## config.mk

```make
export PLATFORM = sky130hd
export DESIGN_NAME = mux8_rr_arbiter
export DESIGN_NICKNAME = d
export VERILOG_FILES = /design/src/rtl/mux8_arb_pkg.sv /design/src/rtl/Mux_8x1.sv /design/src/rtl/mux8_rr_pick.sv /design/src/rtl/mux8_rr_arbiter.sv
export SDC_FILE = /design/constraint.sdc
export NUM_CORES = 1
export LEC_CHECK = 0
export BUFFER_PORTS_ARGS = -buffer_cell sky130_fd_sc_hd__buf_2
export CAP_MARGIN = 20
export CELL_PAD_IN_SITES_DETAIL_PLACEMENT = 0
export CELL_PAD_IN_SITES_GLOBAL_PLACEMENT = 2
export CORE_MARGIN = 5
export CORE_UTILIZATION = 37
export DETAILED_ROUTE_END_ITERATION = 6
export PLACE_DENSITY = 0.95
export SKIP_CTS_REPAIR_TIMING = 1
export SLEW_MARGIN = 0
export SYNTH_ARGS = -nofsm -noshare
export SYNTH_HDL_FRONTEND = slang
export SYNTH_HIERARCHICAL = 1
export SYNTH_SLANG_ARGS = --single-unit
```

## constraint.sdc

```tcl
create_clock -name clk -period 6.59 [get_ports clk]
set_clock_uncertainty 0.1 [all_clocks]
set_input_delay 1.318 -clock clk [delete_from_list [all_inputs] [get_ports clk]]
set_output_delay 1.318 -clock clk [all_outputs]
set_load 0.02 [all_outputs]
```

## src/rtl/mux8_arb_pkg.sv

```systemverilog
// Shared constants and types for the 8-requester round-robin mux arbiter.
// The hold-limit option is enabled by defining MUX8_ARB_HOLD_LIMIT_EN.
package mux8_arb_pkg;

  localparam int N_REQ    = 8;
  localparam int SEL_W    = 3;
  localparam int HOLD_W   = 4;
  // Transfers one owner may complete while others wait; legal range 1..15.
  localparam int MAX_HOLD = 4;

  typedef enum logic {
    IDLE  = 1'b0,
    GRANT = 1'b1
  } arb_state_e;

endpackage

```

## src/rtl/Mux_8x1.sv

```systemverilog
// Existing 8:1 single-bit datapath mux; y follows d[sel] combinationally.
module Mux_8x1 (
  input  logic [7:0] d,
  input  logic [2:0] sel,
  output logic       y
);

  assign y = d[sel];

endmodule

```

## src/rtl/mux8_rr_pick.sv

```systemverilog
// Combinational round-robin pick: first eligible request scanning upward
// from ptr, wrapping modulo N_REQ. Bits set in excl are never eligible.
module mux8_rr_pick
  import mux8_arb_pkg::*;
(
  input  logic [N_REQ-1:0] req,
  input  logic [SEL_W-1:0] ptr,
  input  logic [N_REQ-1:0] excl,
  output logic [SEL_W-1:0] winner,
  output logic             any
);

  logic [N_REQ-1:0] eligible;
  logic [SEL_W-1:0] idx;

  assign eligible = req & ~excl;

  // NOTE: every signal written in an always_comb gets a default on entry;
  // a path that leaves one unassigned would infer a latch.
  always_comb begin
    any    = 1'b0;
    winner = '0;
    idx    = '0;
    for (int i = 0; i < N_REQ; i++) begin
      idx = ptr + SEL_W'(i);
      if (!any && eligible[idx]) begin
        any    = 1'b1;
        winner = idx;
      end
    end
  end

endmodule

```

## src/rtl/mux8_rr_arbiter.sv

```systemverilog
// Round-robin arbiter owning the select of a shared Mux_8x1 instance.
// Define MUX8_ARB_HOLD_LIMIT_EN to force rotation after MAX_HOLD transfers.
module mux8_rr_arbiter
  import mux8_arb_pkg::*;
(
  input  logic             clk,
  input  logic             rst,
  input  logic [N_REQ-1:0] req,
  input  logic [N_REQ-1:0] data_in,
  input  logic             out_ready,
  output logic [SEL_W-1:0] sel,
  output logic [N_REQ-1:0] grant,
  output logic             data_out,
  output logic             out_valid,
  output logic             busy
);

  arb_state_e       state_q, state_d;
  logic [SEL_W-1:0] sel_d, ptr_q, ptr_d;
  logic [N_REQ-1:0] grant_d, excl;
  logic [SEL_W-1:0] winner;
  logic             pick_any, new_grant, xfer;
`ifdef MUX8_ARB_HOLD_LIMIT_EN
  logic [HOLD_W-1:0] hold_q, hold_d;
`endif

  assign busy = (state_q == GRANT);
  assign xfer = out_valid & out_ready;
  // The current owner is never a candidate, which covers both the
  // releasing bit and the forced-rotation case.
  assign excl = grant;

  mux8_rr_pick u_pick (
    .req    (req),
    .ptr    (ptr_q),
    .excl   (excl),
    .winner (winner),
    .any    (pick_any)
  );

  Mux_8x1 u_mux (
    .d   (data_in),
    .sel (sel),
    .y   (data_out)
  );

  // NOTE: registers use non-blocking assignments so every flop samples the
  // pre-edge value of its sources regardless of statement order.
  always_ff @(posedge clk) begin
    if (rst) begin
      state_q <= IDLE;
      sel     <= '0;
      grant   <= '0;
      ptr_q   <= '0;
`ifdef MUX8_ARB_HOLD_LIMIT_EN
      hold_q  <= '0;
`endif
    end else begin
      state_q <= state_d;
      sel     <= sel_d;
      grant   <= grant_d;
      ptr_q   <= ptr_d;
`ifdef MUX8_ARB_HOLD_LIMIT_EN
      hold_q  <= hold_d;
`endif
    end
  end

  always_comb begin
    state_d   = state_q;
    sel_d     = sel;
    grant_d   = grant;
    ptr_d     = ptr_q;
    new_grant = 1'b0;
`ifdef MUX8_ARB_HOLD_LIMIT_EN
    hold_d    = hold_q;
`endif
    unique case (state_q)
      IDLE: begin
        if (pick_any) new_grant = 1'b1;
      end
      GRANT: begin
        if (!req[sel]) begin
          // Release re-picks in the same edge so there is no idle bubble.
          if (pick_any) begin
            new_grant = 1'b1;
          end else begin
            state_d = IDLE;
            grant_d = '0;
          end
        end
`ifdef MUX8_ARB_HOLD_LIMIT_EN
        else if (xfer && hold_q >= HOLD_W'(MAX_HOLD - 1) && pick_any) begin
          new_grant = 1'b1;
        end else if (xfer && hold_q != '1) begin
          hold_d = hold_q + 1'b1;
        end
`endif
      end
      default: state_d = IDLE;
    endcase

    if (new_grant) begin
      state_d = GRANT;
      sel_d   = winner;
      grant_d = {{(N_REQ-1){1'b0}}, 1'b1} << winner;
      ptr_d   = winner + 1'b1;
`ifdef MUX8_ARB_HOLD_LIMIT_EN
      hold_d  = '0;
`endif
    end
  end

  always_comb begin
    out_valid = busy & req[sel];
  end

endmodule
```

# Word level (Yosys, flattened, before mapping)

Index checks and enable logic that the tools add are counted.

Input port bits: 19
Register bits: 15

Reduce and logical (&&, ||, !) cells: 16
Equality and inequality tests: 2
Multiplexer cells: 46
Bitwise operators: 4
Add/sub/neg operators: 8
Shifts and indexed selects: 1
Order comparisons: 9

Operators with widths:

| operator                                              | count |
|---|---|
| < comparator 3 x 4 -> 1 bit, second input constant    | 9 |
| two-way mux 8 bit                                     | 4 |
| binary-select mux 1 bit (select 3 bit)                | 10 |
| two-way mux 3 bit                                     | 8 |
| two-way mux 1 bit                                     | 23 |
| adder 3 bit, second input constant                    | 4 |
| bitwise AND 8 bit                                     | 1 |
| NOT 8 bit                                             | 1 |
| << shifter 1 x 3 -> 8 bit, first input constant       | 1 |
| logical AND 1 bit                                     | 7 |
| zero test 1 bit                                       | 7 |
| adder 3 x 1 -> 3 bit, second input constant           | 2 |
| adder 3 x 2 -> 3 bit, second input constant           | 2 |
| AND reduction 3 bit                                   | 1 |
| inequality test 2 x 1 -> 1 bit, second input constant | 1 |
| inequality test 2 bit, second input constant          | 1 |
| one-hot mux 1 bit (2 select lines)                    | 1 |
| nonzero test 2 bit                                    | 1 |
| bitwise AND 1 bit                                     | 1 |
| NOT 1 bit                                             | 1 |

# Longest topological paths before layout

Depth after elaboration: 31
Depth in mapped cells: 14

# Cells and area by module

The synthesis kept the hierarchy.

By module, submodules not included:

| module          | sequential area each (µm²) | area each (µm²) | cells each | instances |
|---|---|---|---|---|
| mux8_rr_pick    | 0.0                        | 1039.7          | 134        | 1 |
| mux8_rr_arbiter | 300.3                      | 822.0           | 81         | 1 |
| Mux_8x1         | 0.0                        | 63.8            | 3          | 1 |

# Worst setup path after synthesis

Ideal clock, no wire load.

Kind: input to register
Start point: input port req[0]
End point: register ptr_q[2]
Stages: 10
Required time: 6.374 ns
Setup time: 0.116 ns
Path slack: 2.438 ns
Arrival: 3.936 ns
Path through: nor2b_1 -> mux2_4 -> mux4_2 -> or4b_4 -> or2_1 -> o22ai_1 -> inv_1 -> ha_1 -> o211ai_1 -> o211a_1

Elaborated cells between the ends (all ways): 53

RTL lines:

| item                                    | RTL line               | text |
|---|---|---|
| start, declared                         | mux8_rr_arbiter.sv:8   | `input logic [N_REQ-1:0] req,` |
| bitwise AND 8 bit (*)                   | mux8_rr_pick.sv:16     | `assign eligible = req & ~excl;` |
| binary-select mux 1 bit (select 3 bit)  | mux8_rr_pick.sv:26     | `if (!any && eligible[idx]) begin` |
| two-way mux 1 bit (not written as such) | mux8_rr_pick.sv:26     |  |
| two-way mux 1 bit                       | mux8_rr_pick.sv:26     |  |
| zero test 1 bit                         | mux8_rr_pick.sv:26     |  |
| logical AND 1 bit                       | mux8_rr_pick.sv:26     |  |
| two-way mux 1 bit                       | mux8_rr_pick.sv:26     |  |
| zero test 1 bit                         | mux8_rr_pick.sv:26     |  |
| [11 not listed]                         | n/a                    |  |
| zero test 1 bit                         | mux8_rr_pick.sv:26     |  |
| logical AND 1 bit                       | mux8_rr_pick.sv:26     |  |
| two-way mux 1 bit                       | mux8_rr_pick.sv:26     |  |
| zero test 1 bit                         | mux8_rr_pick.sv:26     |  |
| logical AND 1 bit                       | mux8_rr_pick.sv:26     |  |
| two-way mux 3 bit (*)                   | mux8_rr_pick.sv:26     |  |
| named net winner[2]                     | mux8_rr_arbiter.sv:21  | `logic [SEL_W-1:0] winner;` |
| adder 3 x 1 -> 3 bit (*)                | mux8_rr_arbiter.sv:107 | `ptr_d = winner + 1'b1;` |
| end signal, assigned                    | mux8_rr_arbiter.sv:62  | `ptr_q <= ptr_d;` |
| end, declared                           | mux8_rr_arbiter.sv:19  | `logic [SEL_W-1:0] sel_d, ptr_q, ptr_d;` |

The timed path passes the listed nets; every way through them passes the cells marked *. The select of a mux whose other input is x is not followed.
A chain may end at the register's enable or synchronous reset.

# Worst setup path in the final report

Start point: register ptr_q[1]
End point: register grant[2]

Word-level cells in the longest chain between the ends: 29
Elaborated cells between the ends (all ways): 62

Ends and longest elaborated chain:

| item                                                                          | RTL line                                     | text |
|---|---|---|
| parallel branches: the longest is 23 deep, another holds adder 3 x 1 -> 3 bit | n/a                                          |  |
| two-way mux 1 bit (*)                                                         | mux8_rr_pick.sv:26                           |  |
| named net pick_any                                                            | mux8_rr_arbiter.sv:22                        | `logic pick_any, new_grant, xfer;` |
| two-way mux 1 bit                                                             | mux8_rr_arbiter.sv:80, mux8_rr_arbiter.sv:85 |  |
| two-way mux 1 bit                                                             | mux8_rr_arbiter.sv:83                        | `if (!req[sel]) begin` |
| one-hot mux 1 bit (2 select lines)                                            | mux8_rr_arbiter.sv:78                        | `unique case (state_q)` |
| inequality test 2 bit (no line), or another cell as far along                 | n/a                                          |  |
| AND reduction 3 bit (no line)                                                 | n/a                                          |  |
| end signal, assigned                                                          | mux8_rr_arbiter.sv:61                        | `grant <= grant_d;` |
| end, declared                                                                 | mux8_rr_arbiter.sv:12                        | `output logic [N_REQ-1:0] grant,` |

Mark *: on every way through the listed nets, which the timed path passes. The select of a mux whose other input is x is not followed.

==> out/results.ini <==
[status]
status=finished, final reports clean

[synth]
syn_nets=245
synthFlopType=dfxtp_1
async_flop_share=0
ys_ff_latch=15
yosys_warnings=6
seq_area_frac_synth=0.156
synthCells=218
synth_top_area_frac=0.156
synthTopCellsByArea=dfxtp_1, mux4_2, mux2i_1
avgSynthCellArea_um2=8.83
synth-edff-count=0
yosysTopAreaCell=dfxtp_1
synth_area_um2=1930
ys_types=55

[critical_path]
path_class=flop to flop
worstSetupStartpointType=flop
cpPeakStageDelay_ns=0.76
crit_fanout=21
crit_required_ns=6.68
crit_chain=clkinv_1 -> ha_1 -> xnor2_1 -> mux4_2 -> or4b_4 -> or2_1 -> nand3b_1 -> o22ai_1 -> a32o_2
r2r_setup_slack_ns=1.85
cp_slowest_cell=dfxtp_1
critPathArrivalTime_ns=4.82
end_kind=flop

[pwr]
leakage_nw=0.896
p_per_area_nw_per_um2=528
vdd_drop_max_v=0.000270

[drt]
drt_iter0_drc=115
ant_nets=0
drc=0
wl_per_cell_um=15.8
viasPerCell=5.63
wl_mm=4.96
dr.pass1.iters=4
routed-via-count=1761

[layout]
drive_gt1_frac=0.243
antenna_cells=0
nets=271
area_growth_pct=11.7

[hold_path]
worstHoldPathType=flop to flop

[global_routing]
grt_pass1_wl_mm=8.30
grt.overflow.total=0
grt_max_degree=22
track_usage=0.155
grt_pass1_vias=1726
antenna_found_initial=0

[sta]
hold_violations=0
rsz0062_at_grt=no
post-route-min-period_ns=4.74
slew_viol_final=0
tightestPinTransition_ns=0.931
tns_ns=0
fmax_mhz=211
finalWorstSetupSlack_ns=1.85
relSlewSlack=0.375
setup_viol=0
min_period_over_period=0.719

[clocking]
htree_levels=1
numCtsBuffers=3
cts_buffer_depth=2
cts_tree=yes
clkTransAtPathRegs_ns=0.06
cts-root-buf=clkbuf_8
cts.sinks=15
insertion_delay_ns=0.24

[die]
io_pins=33
rows=26
start_util=0.379
die_width_um=82.1
die_h_um=82.1
design.core.area_um2=5070
die-area_um2=6750

[run]
cap_violations=0

[placed_design]
pre_cts_slack_ns=1.88
routabilityCongestion=0.931
hpwlAfterDp_mm=3.94
io_buffers=31

-- path summary, 6_finish.rpt --
check / startpoint / to / cells after the start
max: ptr_q[1] / grant[2] / 9
min: grant[2] / grant[2] / 1
min reg2reg: grant[2] / grant[2] / 1
max reg2reg: ptr_q[1] / grant[2] / 9
-- power by group --
group / leakage, nW / switching, mW / internal [mW] / total (mW)
sequential: 0.123 / 0.0667 / 0.122 / 0.189
combinational: 0.751 / 0.489 / 0.383 / 0.872
clock: 0.0228 / 0.0312 / 0.0427 / 0.0739
total: 0.896 / 0.587 / 0.548 / 1.13
-- cell usage after synthesis, types with 2 or more instances --
master,n
nand2_1,16
nor2_1,16
dfxtp_1,15
mux2i_1,14
a21oi_1,12
nor2b_1,12
inv_1,10
ha_1,8
nand2b_1,8
a211oi_1,7
clkbuf_1,7
mux4_2,7
o21ai_0,7
a31oi_1,6
nor3b_1,6
mux2_2,5
nand3_1,5
mux4_1,4
a32o_2,3
and2_1,3
o22ai_1,3
o2bb2ai_1,3
a2111oi_0,2
a221oi_1,2
a22o_1,2
and3b_1,2
mux2_4,2
nor3_1,2
o21ai_1,2
xnor2_1,2
-- area by class of cell --
class,count,area (um^2)
Fill cell,534,2920
Multi-Input combinational cell,181,1510
Sequential cell,15,300
Timing Repair Buffer,31,155
Tap cell,70,87.6
Inverter,12,52.6
Clock buffer,4,45.0
-- stage by stage --
stage | util | power (mW) | cells | cell area [um^2] | hold slack, ns
floorplan | - | 0.880 | 218 | 1930 | 0.350
finish | 0.424 | 1.13 | 313 | 2150 | 0.449
global route | 0.424 | 1.25 | 313 | 2150 | 0.469
global placement | 0.415 | 1.06 | 309 | 2110 | 0.444
detailed placement | 0.415 | 1.06 | 309 | 2110 | 0.435
CTS | 0.424 | 1.14 | 313 | 2150 | 0.451
-- metal layers --
layer	track usage	routed length (um)	vias to the layer above
li1	-	-	880
met1	0.214	2290	837
met2	0.257	2400	38
met3	0.0141	195	6
met4	0.0465	70	0
met5	0	0	-
-- registers in the layout, indices dropped and copies added, names as in the netlist --
name and cells:
grant 8, ptr_q 3, sel 3, busy 1
-- layout by cell type (no fill, tap or decap), types with 3 or more instances in the layout --
cell and instances:
a211oi_1 7, nand2b_1 8, mux4_1 4, nor2b_1 12
mux2i_1 14, and2_1 3, o21ai_0 7, a32o_2 3
nand3_1 5, nor2_1 16, mux2_2 5, mux4_2 7
inv_1 10, o2bb2ai_1 3, o22ai_1 3, dfxtp_1 15
clkbuf_8 3, nand2_1 16, a21oi_1 12, buf_2 31
ha_1 8, a31oi_1 6, nor3b_1 6
-- logic make-up after synthesis --
family / count (synthesis) / synth area share
mux: 34 / 0.267
simple gates: 74 / 0.205
compound gates: 62 / 0.246
flops: 15 / 0.156
fa+ha+maj: 8 / 0.0520
xor+xnor: 3 / 0.0136
buf+inv: 22 / 0.0598
-- critical path, delay by kind of cell (launching register included) --
| family | cells | cell delay [ns] |
|---|---|---|
| compound gates | 2 | 0.81 |
| xor+xnor | 1 | 0.41 |
| fa+ha+maj | 1 | 0.34 |
| buf+inv | 1 | 0.44 |
| flops | 1 | 0.76 |
| mux | 1 | 0.62 |
| simple gates | 3 | 1.20 |
(Power assumes the default switching activity.)
